$ cat src/rtl/uc_loader.sv
// uc_loader: assembles a framed little-endian byte stream into
// microcode words, writes them to the control store, checks the sum.
module uc_loader #(
    parameter int addr_width = 8,
    parameter int data_width = 16
) (
    input  logic                  clk,
    input  logic                  rst_n,
    input  logic                  start,
    input  logic [7:0]            byte_in,
    input  logic                  byte_valid,
    output logic                  byte_ready,
    output logic                  mem_we,
    output logic [addr_width-1:0] mem_adr,
    output logic [data_width-1:0] mem_din,
    output logic                  busy,
    output logic                  done,
    output logic                  err,
    output logic [addr_width:0]   word_count
);

    localparam int BPW = data_width / 8;
    localparam logic [7:0] LAST = 8'(BPW - 1);
    localparam logic [16:0] CAP = 17'd1 << addr_width;

    typedef enum logic [2:0] {
        IDLE, LEN_LO, LEN_HI, DATA, WRITE, CSUM, DONE, ERR
    } state_t;

    state_t                state;
    logic [15:0]           len;
    logic [7:0]            idx;
    logic [7:0]            csum;
    logic [data_width-1:0] asm_word;
    logic [data_width-1:0] word_nxt;
    logic [15:0]           len_full;
    logic [15:0]           wc_next;
    logic                  xfer;

    // Outputs decoded straight from the state register (glitch-free)
    assign byte_ready = (state == LEN_LO) || (state == LEN_HI) ||
                        (state == DATA) || (state == CSUM);
    assign busy = (state != IDLE) && (state != DONE) && (state != ERR);
    assign mem_we = (state == WRITE);

    assign xfer = byte_valid & byte_ready;
    assign len_full = {byte_in, len[7:0]};
    assign wc_next = 16'(word_count) + 16'd1;

    // Drop the incoming byte into its lane of the word being built
    always_comb begin
        word_nxt = asm_word;
        for (int i = 0; i < BPW; i++) begin
            if (idx == 8'(i)) word_nxt[i*8 +: 8] = byte_in;
        end
    end

    // Frame parser, word writer and checksum FSM
    always_ff @(posedge clk or negedge rst_n) begin
        if (!rst_n) begin
            state      <= IDLE;
            len        <= '0;
            idx        <= '0;
            csum       <= '0;
            asm_word   <= '0;
            mem_adr    <= '0;
            mem_din    <= '0;
            done       <= 1'b0;
            err        <= 1'b0;
            word_count <= '0;
        end else begin
            unique case (state)
                IDLE: begin
                    if (start) begin
                        state      <= LEN_LO;
                        done       <= 1'b0;
                        err        <= 1'b0;
                        word_count <= '0;
                        mem_adr    <= '0;
                        csum       <= '0;
                        idx        <= '0;
                    end
                end
                LEN_LO: begin
                    if (xfer) begin
                        len[7:0] <= byte_in;
                        state    <= LEN_HI;
                    end
                end
                LEN_HI: begin
                    if (xfer) begin
                        len[15:8] <= byte_in;
                        idx       <= '0;
                        if ({1'b0, len_full} > CAP) begin
                            state <= ERR;
                            err   <= 1'b1;
                        end else if (len_full == 16'd0) begin
                            state <= CSUM;
                        end else begin
                            state <= DATA;
                        end
                    end
                end
                DATA: begin
                    if (xfer) begin
                        asm_word <= word_nxt;
                        csum     <= csum + byte_in;
                        if (idx == LAST) begin
                            idx     <= '0;
                            mem_din <= word_nxt;
                            state   <= WRITE;
                        end else begin
                            idx <= idx + 8'd1;
                        end
                    end
                end
                WRITE: begin
                    mem_adr    <= mem_adr + addr_width'(1);
                    word_count <= word_count + (addr_width + 1)'(1);
                    state      <= (wc_next == len) ? CSUM : DATA;
                end
                CSUM: begin
                    if (xfer) begin
                        if (byte_in == csum) begin
                            state <= DONE;
                            done  <= 1'b1;
                        end else begin
                            state <= ERR;
                            err   <= 1'b1;
                        end
                    end
                end
                DONE:    state <= IDLE;
                ERR:     state <= IDLE;
                default: state <= IDLE;
            endcase
        end
    end

endmodule

$ cat config.mk
export PLATFORM = sky130hd
export DESIGN_NAME = uc_loader
export DESIGN_NICKNAME = d
export VERILOG_FILES = /design/src/rtl/uc_loader.sv
export SDC_FILE = /design/constraint.sdc
export NUM_CORES = 1
export LEC_CHECK = 0
export BUFFER_PORTS_ARGS = -buffer_cell sky130_fd_sc_hd__buf_4
export CAP_MARGIN = 5
export CORE_ASPECT_RATIO = 0.6
export CORE_MARGIN = 2
export CORE_UTILIZATION = 40
export CTS_BUF_LIST = sky130_fd_sc_hd__clkbuf_4 sky130_fd_sc_hd__clkbuf_8
export CTS_CLUSTER_DIAMETER = 80
export DETAILED_ROUTE_END_ITERATION = 16
export MAX_ROUTING_LAYER = met4
export PLACE_DENSITY = 0.55
export SLEW_MARGIN = 20
export SYNTH_ARGS = -nofsm -noshare
export SYNTH_HDL_FRONTEND = slang
export SYNTH_SLANG_ARGS = --single-unit
export TNS_END_PERCENT = 5
$ cat constraint.sdc
create_clock -name clk -period 5.9 [get_ports clk]
set_input_delay 0.59 -clock clk [delete_from_list [all_inputs] [get_ports clk]]
set_output_delay 0.59 -clock clk [all_outputs]
set_load 0.02 [all_outputs]
**Word level (Yosys, flattened, before mapping)**

Index checks and enable logic that the tools add are counted.

- $add $sub $neg: 5
- Bitwise logic cells: 1
- Equality and inequality tests: 21
- Reductions and logical operators: 25
- Mux-type cells: 32
- Order comparisons: 1

Operators with widths:

| cell | number |
|---|---|
| $mux W8 | 7 |
| $pmux W8 S2 | 2 |
| $mux W3 | 9 |
| $pmux W8 S3 | 1 |
| $pmux W3 S7 | 1 |
| $pmux W9 S2 | 1 |
| $add A8 B1 Y8 const B | 2 |
| $eq A10 B16 Y1 | 1 |
| $gt A16 B9 Y1 const B | 1 |
| $logic_not A16 Y1 | 1 |
| $eq A3 B3 Y1 const B | 4 |
| $ne A2 B2 Y1 const B | 6 |
| $reduce_and A6 Y1 | 2 |
| $add A9 B1 Y10 const B | 1 |
| $add A9 B1 Y9 const B | 1 |
| $mux W9 | 1 |
| $reduce_bool A3 Y1 | 3 |
| $add A8 B8 Y8 | 1 |
| $eq A8 B1 Y1 const B | 1 |
| $eq A8 B8 Y1 | 1 |
| $logic_not A8 Y1 | 1 |
| $mux W1 | 8 |
| $reduce_and A2 Y1 | 4 |
| $reduce_and A4 Y1 | 2 |
| 13 further kinds | 23 |

- Flip-flop bits (word level): 86
- Input bits: 12
- Output and inout bits: 38
- Word-level logic and storage cells: 96

**Logic depth before layout (Yosys ltp)**

- Word-level depth: 7
- Mapped depth: 8
- Depth with buffers taken out: 8

**Least setup slack after synthesis**

OpenSTA, ideal clock, no wires.

- Kind: input to register
- Start point: in byte_in[1]
- End point: reg csum[7]
- Slack: 3735 ps
- Stages on the path: 7
- Arrival time: 2078 ps
- Setup time: 87 ps
- Required time: 5813 ps
- Buffers on the path: 0
- Cell sequence: ha_1 > a21o_1 > a211oi_2 > o21ai_1 > and3_1 > or4_1 > o211ai_1

- Cells in the longest elaborated chain, start to end: 3

RTL lines:

| item | RTL line | text |
|---|---|---|
| from (decl) | 10 | `input logic [7:0] byte_in,` |
| $add A8 B8 Y8 | 107 | `csum <= csum + byte_in;` |
| $mux W8 | 105 | `if (xfer) begin` |
| $pmux W8 S2 | 72 | `unique case (state)` |
| to (signal assigned) | 107 |  |
| to (decl) | 33 | `logic [7:0] csum;` |

No other way between the ends. The select of a mux whose other input is x is not followed.
A chain may end at the register's enable or synchronous reset.

**Final worst setup path**

- Start point: reg state[2]
- End point: out mem_we

- Cells in the longest elaborated chain, start to end: 1

RTL lines:

| item | RTL line | text |
|---|---|---|
| from (decl) | 30 | `state_t state;` |
| from (signal assigned) | 120 | `state <= (wc_next == len) ? CSUM : DATA;` |
| $eq A3 B3 Y1 | 44 | `assign mem_we = (state == WRITE);` |
| to (decl) | 13 | `output logic mem_we,` |

No other way between the ends.

==> out/results.txt <==
Post-synth ARST share - 1.00
CP Capture Type - output pin
Clock Tree Buf Depth - 2
pre-CTS setup slack - 3.35 ns
global-route wire length before repair - 16700 um
Hold WC Path Type - input port to async pin
Synth-to-Final Area Change - 14.9%
status - complete, no violations
Static Leak - 2.17 nW
ANT cells - 0
Fin Setup TNS - 0 ns
Max-Cap Viols - 0
Residual DRC - 0
Crit Path Category - register to output pin
CTS tree - yes
die area - 11300 um2
hpwl dp - 7180 um
CTS root buffer - clkbuf_8
Avg Cell Area, Syn - 9.78 um2
Core Region - 10000 um2
WL/cell - 16.8 um
via/cell ratio - 5.44
Max Clock Skew - 0.00721 ns
GR Overflow Total - 0
Global Route Usage Sum - 0.194
cts repair resizes - 0
Mapped Cells - 428
Crit Path Max Fanout - 18
post-synth cell types - 56
Slew Limit Fails - 0
CP arrival - 2.03 ns
Tmin final - 2.62 ns
hold_buf cts - 0
number of global-route vias before repair - 3106
Netlist Area Pre-Place - 4190 um2
dominant synthesized flop cell - dfrtp_1
P per Cell Area - 499 nW/um2
Non-Filler Instances - 607
final-report hold violation count - 0
Iter 0 DRT Violations - 187
largest net degree at the start of global routing - 79
final core occ - 0.480
Synth area leader - dfrtp_1
count leader, synth - dfrtp_1
layout cells sized above 1 - 0.197
Post-synth EDFFs - 0
clk sinks - 78
Vias - 3301
clk_lat worst skew - 0.36 ns
Worst Slack Setup Final - 3.28 ns
Reg clk slew, reported paths - 0.08 ns
Max-Slew Margin vs Limit - 0.476
# setup viols final - 0
Post CTS Setup Buffer Count - 0
initial core utilization - 0.418
RSZ-0062 raised after global routing - no
Worst-Margin Slew - 0.783 ns
CTS Buf Count - 9
DR pass1 iterations - 4
Tot Pwr - 0.00240 W
most frequent cells after synthesis - 78 x dfrtp_1, 69 x nand2_1, 22 x nand3_1, 22 x nor2_1, 22 x o21ai_1
GP Congestion - 0.840
top post-synthesis cells by area - dfrtp_1 47%, nand2_1 6.2%, mux2_2 4.3%
Critical Path RT - 5.31 ns
Syn Nets - 453
fmax - 0.382 GHz
Seq cells post-synth - 78
CTS H-Tree Depth - 3
sequential share of the synthesized area - 0.466
Routed Antenna Nets - 0
I/O Buffers - 49
Die H - 83.2 um
initial antenna violation count - 0
nets - 492
synth warn - 0
I/O pin cnt - 50
CP startpoint kind - register
Total Wirelength - 10200 um
row count - 28
peak supply drop - 0.249 mV
Cells after DPL - 591
Die W - 136 um
crit share post-route - 0.444
top-area cell type share of the netlist area - 0.466
==> layer usage <==
metal,GRT usage,part of all wire
met4,0.0502,0.0090
met5,-,0
met1,0.299,0.55
met3,0.0482,0.044
met2,0.247,0.40
==> layout by cell type (no fill, tap or decap), types with 2 or more instances in the layout <==
| master | n |
|---|---|
| buf_4 | 49 |
| nand2_1 | 69 |
| mux2i_1 | 9 |
| o211ai_1 | 3 |
| a21o_1 | 5 |
| dfrtp_1 | 78 |
| nor4_1 | 5 |
| ha_1 | 12 |
| nor2_1 | 22 |
| o21bai_1 | 2 |
| nand4_1 | 8 |
| nand2_4 | 2 |
| o21ai_0 | 21 |
| o22ai_1 | 2 |
| nor3_2 | 3 |
| a21oi_1 | 12 |
| nor3_1 | 6 |
| a31oi_1 | 4 |
| o31a_1 | 2 |
| mux2_2 | 16 |
| a22o_1 | 4 |
| xor2_1 | 8 |
| inv_1 | 7 |
| xnor2_1 | 14 |
| nand2b_1 | 4 |
| clkbuf_8 | 9 |
| clkinvlp_4 | 2 |
| o32a_1 | 2 |
| clkinv_2 | 3 |
| mux2_1 | 8 |
| o21ai_1 | 22 |
| and3_1 | 6 |
| o31ai_1 | 5 |
| or4_1 | 2 |
| nand3_1 | 22 |
| or2_1 | 2 |
==> flip-flops by register name, indices dropped and copies added, names as in the netlist <==
register,flops
mem_din,16
state,3
mem_adr,8
idx,8
len,16
word_count,9
err,1
asm_word,8
done,1
csum,8
==> metrics by stage <==
step | hold WS [ns] | instance area (um2)
finish | 0.249 | 4810
global route | 0.301 | 4810
CTS | 0.429 | 4800
detailed placement | 0.469 | 4610
global placement | 0.464 | 4610
floorplan | 0.294 | 4190
==> report_power, final <==
group | internal, W | switching [W] | total [W] | leakage (nW)
clock | 0.000196 | 0.000212 | 0.000408 | 0.0956
combinational | 0.000467 | 0.000572 | 0.00104 | 1.08
sequential | 0.000740 | 0.000214 | 0.000954 | 0.996
total | 0.00140 | 0.000998 | 0.00240 | 2.17
==> path summary, 6_finish.rpt <==
path | slack [ns] | depth (start not counted) | to | startpoint
max in group asynchronous | 5.14 | 1 | idx[7] | rst_n
max reg2reg | 3.45 | 5 | mem_din[6] | state[0]
min reg2reg | 0.49 | 1 | mem_adr[7] | mem_adr[7]
min | 0.25 | 1 | asm_word[5] | rst_n
min in group clk | 0.49 | 1 | mem_adr[7] | mem_adr[7]
max | 3.28 | 4 | mem_we | state[2]
==> layout make-up <==
class,instances,area (um2)
Sequential cell,78,1950
Inverter,8,31.3
Tap cell,135,169
Clock buffer,9,124
Multi-Input combinational cell,320,2080
Timing Repair Buffer,50,379
Fill cell,966,5210
Clock inverter,7,72.6
==> cells by family after synthesis <==
group                    share of synthesized area
buffers and inverters                       0.0365
XOR/XNOR                                    0.0460
AND/OR/NAND/NOR                              0.185
flip-flops                                   0.466
AO/OA/AOI/OAI                                0.140
multiplexers                                0.0861
adder cells (fa/ha/maj)                     0.0407
==> worst max-delay path: stages, from the launching register on <==
cell and delay [ns]:
dfrtp_1 0.69, nor2b_1 0.43, nand2_4 0.20, clkinv_2 0.18, buf_4 0.17
(Power assumes the default switching activity.)
